==> src/rtl/memory_router_pkg.sv <==
// Shared constants and types for the memory router: default address map,
// watchdog limit, FSM state encoding and the registered request payload.
package memory_router_pkg;

    localparam int unsigned ADDR_W   = 32;
    localparam int unsigned DATA_W   = 32;
    localparam int unsigned STRB_W   = 4;
    localparam int unsigned N_SLAVES = 3;

    // Bit positions inside the one-hot slave select
    localparam int unsigned SEL_ROM = 2;
    localparam int unsigned SEL_RAM = 1;
    localparam int unsigned SEL_IO  = 0;

    localparam logic [ADDR_W-1:0] DEF_ROM_BASE = 32'h0000_0000;
    localparam logic [ADDR_W-1:0] DEF_ROM_MASK = 32'hFFFF_0000;
    localparam logic [ADDR_W-1:0] DEF_RAM_BASE = 32'h8000_0000;
    localparam logic [ADDR_W-1:0] DEF_RAM_MASK = 32'hFFF0_0000;
    localparam logic [ADDR_W-1:0] DEF_IO_BASE  = 32'h2000_0000;
    localparam logic [ADDR_W-1:0] DEF_IO_MASK  = 32'hFFFF_F000;

    localparam int unsigned DEF_TIMEOUT = 256;

    typedef enum logic [1:0] {
        IDLE = 2'd0,
        BUSY = 2'd1,
        ERR  = 2'd2
    } state_e;

    typedef struct packed {
        logic              instr;
        logic [ADDR_W-1:0] addr;
        logic [DATA_W-1:0] wdata;
        logic [STRB_W-1:0] wstrb;
    } req_t;

    function automatic logic addr_hit(input logic [ADDR_W-1:0] addr,
                                      input logic [ADDR_W-1:0] base,
                                      input logic [ADDR_W-1:0] mask);
        return (addr & mask) == base;
    endfunction

endpackage

==> src/rtl/memory_router_if.sv <==
// Simple valid/ready memory bus; master drives the request, slave answers.
interface memory_router_if;
    import memory_router_pkg::*;

    logic              valid;
    logic              instr;
    logic [ADDR_W-1:0] addr;
    logic [DATA_W-1:0] wdata;
    logic [STRB_W-1:0] wstrb;
    logic [DATA_W-1:0] rdata;
    logic              error;
    logic              ready;

    modport master (
        output valid, instr, addr, wdata, wstrb,
        input  rdata, error, ready
    );

    modport slave (
        input  valid, instr, addr, wdata, wstrb,
        output rdata, error, ready
    );

endinterface

==> src/rtl/memory_router_decode.sv <==
// Address decoder: maps an upstream address/strobe onto a one-hot slave
// select, or flags a local error (unmapped address or write to ROM).
module router_decode
    import memory_router_pkg::*;
#(
    parameter logic [ADDR_W-1:0] ROM_BASE = DEF_ROM_BASE,
    parameter logic [ADDR_W-1:0] ROM_MASK = DEF_ROM_MASK,
    parameter logic [ADDR_W-1:0] RAM_BASE = DEF_RAM_BASE,
    parameter logic [ADDR_W-1:0] RAM_MASK = DEF_RAM_MASK,
    parameter logic [ADDR_W-1:0] IO_BASE  = DEF_IO_BASE,
    parameter logic [ADDR_W-1:0] IO_MASK  = DEF_IO_MASK
) (
    input  logic [ADDR_W-1:0]   addr_i,
    input  logic [STRB_W-1:0]   wstrb_i,
    output logic [N_SLAVES-1:0] sel_c_o,
    output logic                err_c_o
);

    // Region priority on overlap is rom > ram > io
    always_comb begin
        sel_c_o = '0;
        err_c_o = 1'b0;
        if (addr_hit(addr_i, ROM_BASE, ROM_MASK)) begin
            if (wstrb_i != '0) err_c_o = 1'b1;
            else               sel_c_o[SEL_ROM] = 1'b1;
        end else if (addr_hit(addr_i, RAM_BASE, RAM_MASK)) begin
            sel_c_o[SEL_RAM] = 1'b1;
        end else if (addr_hit(addr_i, IO_BASE, IO_MASK)) begin
            sel_c_o[SEL_IO] = 1'b1;
        end else begin
            err_c_o = 1'b1;
        end
    end

endmodule

==> src/rtl/memory_router.sv <==
// Routes the arbitrated memory port to boot ROM, RAM or I/O, returns the
// slave response, and answers decode errors and silent slaves locally.
module memory_router
    import memory_router_pkg::*;
#(
    parameter logic [ADDR_W-1:0] ROM_BASE = DEF_ROM_BASE,
    parameter logic [ADDR_W-1:0] ROM_MASK = DEF_ROM_MASK,
    parameter logic [ADDR_W-1:0] RAM_BASE = DEF_RAM_BASE,
    parameter logic [ADDR_W-1:0] RAM_MASK = DEF_RAM_MASK,
    parameter logic [ADDR_W-1:0] IO_BASE  = DEF_IO_BASE,
    parameter logic [ADDR_W-1:0] IO_MASK  = DEF_IO_MASK,
    parameter int unsigned       TIMEOUT  = DEF_TIMEOUT
) (
    input  logic            clock,
    input  logic            reset,
    memory_router_if.slave  memory,
    memory_router_if.master rom,
    memory_router_if.master ram,
    memory_router_if.master io
);

    localparam int unsigned      CNT_W    = $clog2(TIMEOUT);
    localparam logic [CNT_W-1:0] CNT_LAST = CNT_W'(TIMEOUT - 1);

    typedef struct packed {
        state_e              state;
        logic [N_SLAVES-1:0] sel;
        req_t                req;
        logic [CNT_W-1:0]    cnt;
    } regs_t;

    regs_t st_q, st_d;

    logic [N_SLAVES-1:0] dec_sel;
    logic                dec_err;
    logic [N_SLAVES-1:0] slv_ready;
    logic [DATA_W-1:0]   slv_rdata;
    logic                slv_error;
    logic                done_c;
    logic                accept_c;
    logic [DATA_W-1:0]   resp_rdata;
    logic                resp_error;
    logic                busy_c;
    logic [N_SLAVES-1:0] act_c;

    router_decode #(
        .ROM_BASE (ROM_BASE),
        .ROM_MASK (ROM_MASK),
        .RAM_BASE (RAM_BASE),
        .RAM_MASK (RAM_MASK),
        .IO_BASE  (IO_BASE),
        .IO_MASK  (IO_MASK)
    ) u_decode (
        .addr_i  (memory.addr),
        .wstrb_i (memory.wstrb),
        .sel_c_o (dec_sel),
        .err_c_o (dec_err)
    );

    // Response of the selected slave only; others are ignored
    always_comb begin
        slv_ready = {rom.ready, ram.ready, io.ready} & st_q.sel;
        slv_rdata = '0;
        slv_error = 1'b0;
        if (st_q.sel[SEL_ROM]) begin
            slv_rdata = rom.rdata;
            slv_error = rom.error;
        end
        if (st_q.sel[SEL_RAM]) begin
            slv_rdata = ram.rdata;
            slv_error = ram.error;
        end
        if (st_q.sel[SEL_IO]) begin
            slv_rdata = io.rdata;
            slv_error = io.error;
        end
    end

    always_ff @(posedge clock) begin
        if (!reset) st_q <= '0;
        else        st_q <= st_d;
    end

    // Completion, watchdog and back-to-back accept
    always_comb begin
        st_d       = st_q;
        done_c     = 1'b0;
        resp_rdata = '0;
        resp_error = 1'b0;
        unique case (st_q.state)
            BUSY: begin
                if (|slv_ready) begin
                    done_c     = 1'b1;
                    resp_rdata = slv_rdata;
                    resp_error = slv_error;
                end else if (st_q.cnt == CNT_LAST) begin
                    done_c     = 1'b1;
                    resp_error = 1'b1;
                end else begin
                    st_d.cnt = st_q.cnt + CNT_W'(1);
                end
            end
            ERR: begin
                done_c     = 1'b1;
                resp_error = 1'b1;
            end
            default: ;
        endcase

        accept_c = memory.valid && ((st_q.state == IDLE) || done_c);
        if (done_c) st_d.state = IDLE;
        if (accept_c) begin
            st_d.req.instr = memory.instr;
            st_d.req.addr  = memory.addr;
            st_d.req.wdata = memory.wdata;
            st_d.req.wstrb = memory.wstrb;
            st_d.sel       = dec_err ? '0 : dec_sel;
            st_d.cnt       = '0;
            st_d.state     = dec_err ? ERR : BUSY;
        end
    end

    // Outputs forced low while reset is sampled low
    assign memory.ready = reset & done_c;
    assign memory.error = reset & resp_error;
    assign memory.rdata = reset ? resp_rdata : '0;

    assign busy_c = reset && (st_q.state == BUSY);
    assign act_c  = busy_c ? st_q.sel : '0;

    assign rom.valid = act_c[SEL_ROM];
    assign rom.instr = act_c[SEL_ROM] & st_q.req.instr;
    assign rom.addr  = act_c[SEL_ROM] ? st_q.req.addr  : '0;
    assign rom.wdata = act_c[SEL_ROM] ? st_q.req.wdata : '0;
    assign rom.wstrb = act_c[SEL_ROM] ? st_q.req.wstrb : '0;

    assign ram.valid = act_c[SEL_RAM];
    assign ram.instr = act_c[SEL_RAM] & st_q.req.instr;
    assign ram.addr  = act_c[SEL_RAM] ? st_q.req.addr  : '0;
    assign ram.wdata = act_c[SEL_RAM] ? st_q.req.wdata : '0;
    assign ram.wstrb = act_c[SEL_RAM] ? st_q.req.wstrb : '0;

    assign io.valid  = act_c[SEL_IO];
    assign io.instr  = act_c[SEL_IO] & st_q.req.instr;
    assign io.addr   = act_c[SEL_IO] ? st_q.req.addr  : '0;
    assign io.wdata  = act_c[SEL_IO] ? st_q.req.wdata : '0;
    assign io.wstrb  = act_c[SEL_IO] ? st_q.req.wstrb : '0;

endmodule

==> src/flat_wrapper.sv <==
// flat-port wrapper written by rule: the top's interface ports become plain ports
module memory_router_flat import memory_router_pkg::*;
#(
    parameter logic [ADDR_W-1:0] ROM_BASE = DEF_ROM_BASE,
    parameter logic [ADDR_W-1:0] ROM_MASK = DEF_ROM_MASK,
    parameter logic [ADDR_W-1:0] RAM_BASE = DEF_RAM_BASE,
    parameter logic [ADDR_W-1:0] RAM_MASK = DEF_RAM_MASK,
    parameter logic [ADDR_W-1:0] IO_BASE  = DEF_IO_BASE,
    parameter logic [ADDR_W-1:0] IO_MASK  = DEF_IO_MASK,
    parameter int unsigned       TIMEOUT  = DEF_TIMEOUT
)
  (clock, reset, memory_valid, memory_instr, memory_addr, memory_wdata, memory_wstrb, memory_rdata, memory_error, memory_ready, rom_valid, rom_instr, rom_addr, rom_wdata, rom_wstrb, rom_rdata, rom_error, rom_ready, ram_valid, ram_instr, ram_addr, ram_wdata, ram_wstrb, ram_rdata, ram_error, ram_ready, io_valid, io_instr, io_addr, io_wdata, io_wstrb, io_rdata, io_error, io_ready);
  memory_router_if memory_i ();
  memory_router_if rom_i ();
  memory_router_if ram_i ();
  memory_router_if io_i ();
  input  logic clock;
  input  logic reset;
  input wire logic [$bits(memory_i.valid)-1:0] memory_valid;
  input wire logic [$bits(memory_i.instr)-1:0] memory_instr;
  input wire logic [$bits(memory_i.addr)-1:0] memory_addr;
  input wire logic [$bits(memory_i.wdata)-1:0] memory_wdata;
  input wire logic [$bits(memory_i.wstrb)-1:0] memory_wstrb;
  output wire logic [$bits(memory_i.rdata)-1:0] memory_rdata;
  output wire logic [$bits(memory_i.error)-1:0] memory_error;
  output wire logic [$bits(memory_i.ready)-1:0] memory_ready;
  output wire logic [$bits(rom_i.valid)-1:0] rom_valid;
  output wire logic [$bits(rom_i.instr)-1:0] rom_instr;
  output wire logic [$bits(rom_i.addr)-1:0] rom_addr;
  output wire logic [$bits(rom_i.wdata)-1:0] rom_wdata;
  output wire logic [$bits(rom_i.wstrb)-1:0] rom_wstrb;
  input wire logic [$bits(rom_i.rdata)-1:0] rom_rdata;
  input wire logic [$bits(rom_i.error)-1:0] rom_error;
  input wire logic [$bits(rom_i.ready)-1:0] rom_ready;
  output wire logic [$bits(ram_i.valid)-1:0] ram_valid;
  output wire logic [$bits(ram_i.instr)-1:0] ram_instr;
  output wire logic [$bits(ram_i.addr)-1:0] ram_addr;
  output wire logic [$bits(ram_i.wdata)-1:0] ram_wdata;
  output wire logic [$bits(ram_i.wstrb)-1:0] ram_wstrb;
  input wire logic [$bits(ram_i.rdata)-1:0] ram_rdata;
  input wire logic [$bits(ram_i.error)-1:0] ram_error;
  input wire logic [$bits(ram_i.ready)-1:0] ram_ready;
  output wire logic [$bits(io_i.valid)-1:0] io_valid;
  output wire logic [$bits(io_i.instr)-1:0] io_instr;
  output wire logic [$bits(io_i.addr)-1:0] io_addr;
  output wire logic [$bits(io_i.wdata)-1:0] io_wdata;
  output wire logic [$bits(io_i.wstrb)-1:0] io_wstrb;
  input wire logic [$bits(io_i.rdata)-1:0] io_rdata;
  input wire logic [$bits(io_i.error)-1:0] io_error;
  input wire logic [$bits(io_i.ready)-1:0] io_ready;
  assign memory_i.valid = memory_valid;
  assign memory_i.instr = memory_instr;
  assign memory_i.addr = memory_addr;
  assign memory_i.wdata = memory_wdata;
  assign memory_i.wstrb = memory_wstrb;
  assign memory_rdata = memory_i.rdata;
  assign memory_error = memory_i.error;
  assign memory_ready = memory_i.ready;
  assign rom_valid = rom_i.valid;
  assign rom_instr = rom_i.instr;
  assign rom_addr = rom_i.addr;
  assign rom_wdata = rom_i.wdata;
  assign rom_wstrb = rom_i.wstrb;
  assign rom_i.rdata = rom_rdata;
  assign rom_i.error = rom_error;
  assign rom_i.ready = rom_ready;
  assign ram_valid = ram_i.valid;
  assign ram_instr = ram_i.instr;
  assign ram_addr = ram_i.addr;
  assign ram_wdata = ram_i.wdata;
  assign ram_wstrb = ram_i.wstrb;
  assign ram_i.rdata = ram_rdata;
  assign ram_i.error = ram_error;
  assign ram_i.ready = ram_ready;
  assign io_valid = io_i.valid;
  assign io_instr = io_i.instr;
  assign io_addr = io_i.addr;
  assign io_wdata = io_i.wdata;
  assign io_wstrb = io_i.wstrb;
  assign io_i.rdata = io_rdata;
  assign io_i.error = io_error;
  assign io_i.ready = io_ready;
  memory_router #(.ROM_BASE(ROM_BASE), .ROM_MASK(ROM_MASK), .RAM_BASE(RAM_BASE), .RAM_MASK(RAM_MASK), .IO_BASE(IO_BASE), .IO_MASK(IO_MASK), .TIMEOUT(TIMEOUT)) u_core (.clock(clock), .reset(reset), .memory(memory_i), .rom(rom_i), .ram(ram_i), .io(io_i));
endmodule
==> config.mk <==
export PLATFORM = sky130hd
export DESIGN_NAME = memory_router_flat
export DESIGN_NICKNAME = d
export VERILOG_FILES = /design/src/rtl/memory_router_pkg.sv /design/src/rtl/memory_router_if.sv /design/src/rtl/memory_router_decode.sv /design/src/rtl/memory_router.sv /design/src/flat_wrapper.sv
export SDC_FILE = /design/constraint.sdc
export NUM_CORES = 1
export LEC_CHECK = 0
export BUFFER_PORTS_ARGS = -buffer_cell sky130_fd_sc_hd__buf_2
export CORE_AREA = 4 4 158 160
export CTS_BUF_LIST = sky130_fd_sc_hd__clkbuf_16
export CTS_CLUSTER_DIAMETER = 150
export DETAILED_ROUTE_END_ITERATION = 6
export DIE_AREA = 0 0 162 164
export GPL_TIMING_DRIVEN = 0
export SLEW_MARGIN = 20
export SYNTH_ARGS = -nofsm -noshare
export SYNTH_HDL_FRONTEND = slang
export SYNTH_HIERARCHICAL = 1
export SYNTH_SLANG_ARGS = --single-unit
==> constraint.sdc <==
create_clock -name clock -period 2.9 [get_ports clock]
set_input_delay 0.435 -clock clock [delete_from_list [all_inputs] [get_ports clock]]
set_output_delay 0.435 -clock clock [all_outputs]
set_load 0.005 [all_outputs]
### Word level (Yosys, flattened, before mapping)

Index checks and enable logic that the tools add are counted.

* flip-flop bits (word level): 82

* reductions and logical operators: 10
* multiplexer cells: 41
* eq/ne operators: 5
* add/sub/neg operators: 1
* bitwise operators: 9

Operators with widths (count)
* 32-bit 2-to-1 mux: 12
* 82-bit 2-to-1 mux: 1
* 32-bit zero test: 1
* 8-bit 2-to-1 mux: 3
* 20-bit by 18-bit == test with 1-bit output, second input constant: 1
* 1-bit 2-to-1 mux: 15
* 12-bit == test, second input constant: 1
* 4-bit 2-to-1 mux: 3
* 8-bit by 1-bit adder with 8-bit output, second input constant: 1
* 8-bit == test, second input constant: 1
* 2-bit 2-to-1 mux: 3
* 3-bit 2-to-1 mux: 2
* 1-bit bitwise AND: 5
* 1-bit one-hot mux with 2 select lines: 2
* 4-bit nonzero test: 1
* 3-bit bitwise AND: 1
* 1-bit NOT: 3
* 3-bit AND reduction: 1
* 3-bit OR reduction: 1
* 2-bit by 1-bit == test with 1-bit output, second input constant: 1
* 2-bit == test, second input constant: 1
* 1-bit logical AND: 2
* 2-bit zero test: 1
* 2-bit nonzero test: 1
* other kinds (2): 2

### Depth between registers and ports, before layout

* depth in word-level cells: 7
* gate-level depth with buffers: 8
* mapped depth without buffers: 6

### Hierarchy

The synthesis kept the hierarchy.

By module, submodules not included
* memory_router: instances 1, seq. area each 1641.6 um^2, cells each 743, area an instance 5726.7 um^2
* router_decode: instances 1, seq. area each 0.0 um^2, cells each 17, area an instance 101.3 um^2

### Worst setup path before layout

No wires, ideal clock.

* path kind: input port to flip-flop
* start: in memory_addr[12]
* end: reg u_core/st_q[77] in the netlist's numbering
* arrival time: 1.934 ns
* setup slack: 0.894 ns
* buffers on the path: 0
* stages on the path: 6
* cell sequence: or4b_1 or3_1 a211o_1 nor2b_1 nand2_1 mux2i_1

* cells in the longest elaborated chain, start to end: 5
* elaborated cells between the ends (all ways): 8
* those cells by class: eq/ne: 1; mux: 7

Ends and longest elaborated chain
* start: declaration: line flat_wrapper.sv:21 `input wire logic [$bits(memory_i.addr)-1:0] memory_addr;`
* 20-bit by 18-bit == test with 1-bit output: line memory_router_pkg.sv:40 `return (addr & mask) == base;`
* 1-bit 2-to-1 mux: line memory_router_decode.sv:28 `end else if (addr_hit(addr_i, IO_BASE, IO_MASK)) begin`
* 1-bit 2-to-1 mux: line memory_router_decode.sv:26 `end else if (addr_hit(addr_i, RAM_BASE, RAM_MASK)) begin`
* 1-bit 2-to-1 mux: line memory_router_decode.sv:23 `if (addr_hit(addr_i, ROM_BASE, ROM_MASK)) begin`
* named net u_core.dec_err: line memory_router.sv:35 `logic dec_err;`
* 3-bit 2-to-1 mux: line memory_router.sv:117 `st_d.sel = dec_err ? '0 : dec_sel;`
* end signal: assignment: line memory_router.sv:81 `else st_q <= st_d;`
* end: declaration: line memory_router.sv:32 `regs_t st_q, st_d;`

The timed path passes the listed nets, and every way through them passes these cells.
A chain may end at the register's enable or synchronous reset.

### Final worst setup path

* start: reg u_core/st_q[77] in the netlist's numbering
* end: out memory_rdata[18]

* cells in the longest elaborated chain, start to end: 5
* elaborated cells between the ends (all ways): 6
* those cells by class: mux: 4; bitwise: 1; reduce/logical: 1

Ends and longest elaborated chain
* 3-bit bitwise AND: line memory_router.sv:62 `slv_ready = {rom.ready, ram.ready, io.ready} & st_q.sel;`
* 3-bit OR reduction: line memory_router.sv:92 `if (|slv_ready) begin`
* 32-bit 2-to-1 mux *: line memory_router.sv:92
* 32-bit 2-to-1 mux *: line memory_router.sv:90 `unique case (st_q.state)`
* 32-bit 2-to-1 mux *: line memory_router.sv:126 `assign memory.rdata = reset ? resp_rdata : '0;`
* end: declaration: line flat_wrapper.sv:24 `output wire logic [$bits(memory_i.rdata)-1:0] memory_rdata;`

Mark *: on every way between the ends. The rest lies on a longest branch, timed or not.

==> results.sh <==
export IMPL_cts_root_buf="clkbuf_16"
export IMPL_worstSetupStartpointType="flip-flop"
export IMPL_synth_top_area_share_pct=28.2
export IMPL_grt_usage_pct=18.4
export IMPL_syn_avg_cell_area_um2=7.67
export IMPL_relSlewSlack_pct=52.8
export IMPL_nFillCells=2555
export IMPL_die_area_mm2=0.0266
export IMPL_seq_area_frac_synth_pct=28.2
export IMPL_totalWireLength_mm=25.8
export IMPL_crit_top_cell="buf_2"
export IMPL_syn_to_final_growth_pct=48.3
export IMPL_synth_most_common_cell="and2_1"
export IMPL_drc=0
export IMPL_synth_ff_type="dfxtp_1"
export IMPL_dpl_cell_area_mm2=0.00831
export IMPL_wl_per_cell_um=17.1
export IMPL_die_x_um=162
export IMPL_postRouteAntennaNets=0
export IMPL_firstDrtPassIters=4
export IMPL_setup_viol=0
export IMPL_grt_overflow=0
export IMPL_antenna_found_initial=2
export IMPL_drt_iter0_markers=403
export IMPL_grt_first_pass_wirelength_mm=38.5
export IMPL_setup_tns_final_ns=0
export IMPL_place_hpwl_mm=20.7
export IMPL_synth_area_leaders="dfxtp_1 (28%), and2_1 (22%), mux2i_1 (13%)"
export IMPL_pwr_density_cell_mw_per_mm2=342
export IMPL_hold_viol=0
export IMPL_seq_area_mm2=0.00164
export IMPL_htreeDepth=3
export IMPL_ys_ff_latch=82
export IMPL_status="finished, final reports clean"
export IMPL_crit_fanout=10
export IMPL_period_needed_ns=2.72
export IMPL_multiInputGateArea_mm2=0.00367
export IMPL_synth_top_cell_by_area="dfxtp_1"
export IMPL_core_area_mm2=0.0234
export IMPL_max_clock_freq_ghz=0.367
export IMPL_p_leak_nw=4.74
export IMPL_largest_reg_flops=82
export IMPL_arrival_ns=2.29
export IMPL_synth_edff_count=0
export IMPL_die_height_um=164
export IMPL_ios=418
export IMPL_synth_area_mm2=0.00583
export IMPL_crit_path_max_incr_delay_ns=0.45
export IMPL_largest_register="u_core/st_q"
export IMPL_min_path_type="input pin to flip-flop"
export IMPL_start_util_pct=24.9
export IMPL_cts_tree="done"
export IMPL_vias=6867
export IMPL_clock_latency_ns=0.34
export IMPL_drv_cap=0
export IMPL_synth_warnings=6
export IMPL_worst_pin_slew_ns=0.709
export IMPL_clockBufferDepth=2
export IMPL_synth_distinct_cells=42
export IMPL_path_clk_slew_ns=0.06
export IMPL_path_cells="buf_2 > a222oi_1 > buf_2 > clkbuf_1 > a2111oi_0 > buf_2"
export IMPL_grt_max_degree=15
export IMPL_synth_async_reset_ratio_pct=0
export IMPL_nNetsFinal=1362
export IMPL_std_cell_rows=56
export IMPL_grt_pass1_vias=6873
export IMPL_finalCritPeriodShare_pct=93.9
export IMPL_cp_end_kind="output pin"
export IMPL_syn_num_nets=938
export IMPL_whs_path_depth=3
export IMPL_slew_viol_final=0
export IMPL_synth_top_cells_by_count="and2_1 (208), nand2_1 (150), dfxtp_1 (82)"
export IMPL_pre_cts_slack_ns=-0.0178
export IMPL_drive_above_1_share_pct=38.4
export IMPL_cts_sinks=82
export IMPL_vdd_ir_drop_max_mv=0.289
export IMPL_io_buffer_count=416
export IMPL_critPathKind="flip-flop to output pin"
export IMPL_slowest_stage="a222oi_1"
export IMPL_grt_setup_unrepaired="false"
export IMPL_finish_instance_area_mm2=0.00865
export IMPL_synth_cells=760
export IMPL_required_ns=2.47
export IMPL_rr_worst_depth=7
export IMPL_skew_ns=0.00796
export IMPL_vias_per_cell=4.55
export IMPL_gp_congestion=0.835
export IMPL_layout_setup_ws_ns=0.176
export IMPL_reg_top3="u_core/st_q: 82 flops"
export IMPL_cts_buffers_inserted=9
[cells in the final DEF, fill, tap and decap left out, types with 9 or more instances in the layout]
| cell | count |
|---|---|
| a2111oi_0 | 30 |
| a221oi_1 | 32 |
| and2_1 | 208 |
| buf_2 | 419 |
| clkbuf_1 | 48 |
| clkbuf_16 | 9 |
| clkbuf_2 | 11 |
| dfxtp_1 | 82 |
| inv_1 | 37 |
| mux2i_1 | 75 |
| nand2_1 | 150 |
[through the flow]
stage / util (%) / cells / hold slack, ns / power [mW]
3_3_place_gp: 35.5 / 1495 / 0.461 / 1.73
6_report: 36.9 / 1508 / 0.325 / 2.96
2_1_floorplan: - / 760 / 0.450 / 1.51
4_1_cts: 36.9 / 1507 / 0.308 / 3.01
5_1_grt: 36.9 / 1508 / 0.316 / 3.10
3_5_place_dp: 35.5 / 1495 / 0.470 / 1.74
[timing repair]
| item | CTS | global route |
|---|---|---|
| resized for setup | 9 | 16 |
| pin swaps | 0 | 0 |
| endpoints found under the setup margin | 213 | 196 |
| hold buffers | 0 | 0 |
| setup buffers | 0 | 0 |
[cells by family after synthesis]
family / count (synthesis) / synth area share, %
xor+xnor: 2 / 0.301
simple gates: 396 / 35.9
fa+ha+maj: 4 / 0.859
buf+inv: 110 / 9.08
mux: 75 / 12.9
compound gates: 91 / 12.8
flops: 82 / 28.2
[critical path, delay by kind of cell (launching register included)]
| kind | cells | cell delay (ns) |
|---|---|---|
| buf+inv | 4 | 1.05 |
| compound gates | 2 | 0.61 |
| flops | 1 | 0.29 |
[final cells by class]
type | count | share of cell area, %
multi-input combinational | 568 | 42.5
clock inverter | 6 | 1.03
inverter | 37 | 1.61
tap | 319 | 4.62
sequential | 82 | 19.0
timing repair buffer | 416 | 24.1
clock buffer | 9 | 2.60
buffer | 70 | 4.54
antenna | 1 | 0.0289
[routing by layer]
| metal | vias up | share of wire, % | global-route usage, % |
|---|---|---|---|
| li1 | 3398 | - | - |
| met1 | 3151 | 41 | 22.2 |
| met2 | 296 | 49 | 32.7 |
| met3 | 20 | 7.8 | 4.79 |
| met4 | 2 | 1.3 | 4.65 |
| met5 | - | 0.078 | 0.758 |
[report_power, final]
part / internal (mW) / switching, mW / total, mW
registers: 1.20 / 0.0818 / 1.29
logic: 0.217 / 0.208 / 0.425
clock network: 0.753 / 0.492 / 1.25
total: 2.17 / 0.782 / 2.96
[path summary, 6_finish.rpt]
kind                                 from                      endpoint  slack, ns
max reg2reg  u_core/st_q[77]$_SDFFE_PN0P_  u_core/st_q[48]$_SDFFE_PN0P_       0.92
min                      memory_wdata[20]  u_core/st_q[32]$_SDFFE_PN0P_       0.33
max          u_core/st_q[77]$_SDFFE_PN0P_              memory_rdata[18]       0.18
min reg2reg  u_core/st_q[38]$_SDFFE_PN0P_  u_core/st_q[38]$_SDFFE_PN0P_       0.47
(Power assumes the default switching activity.)
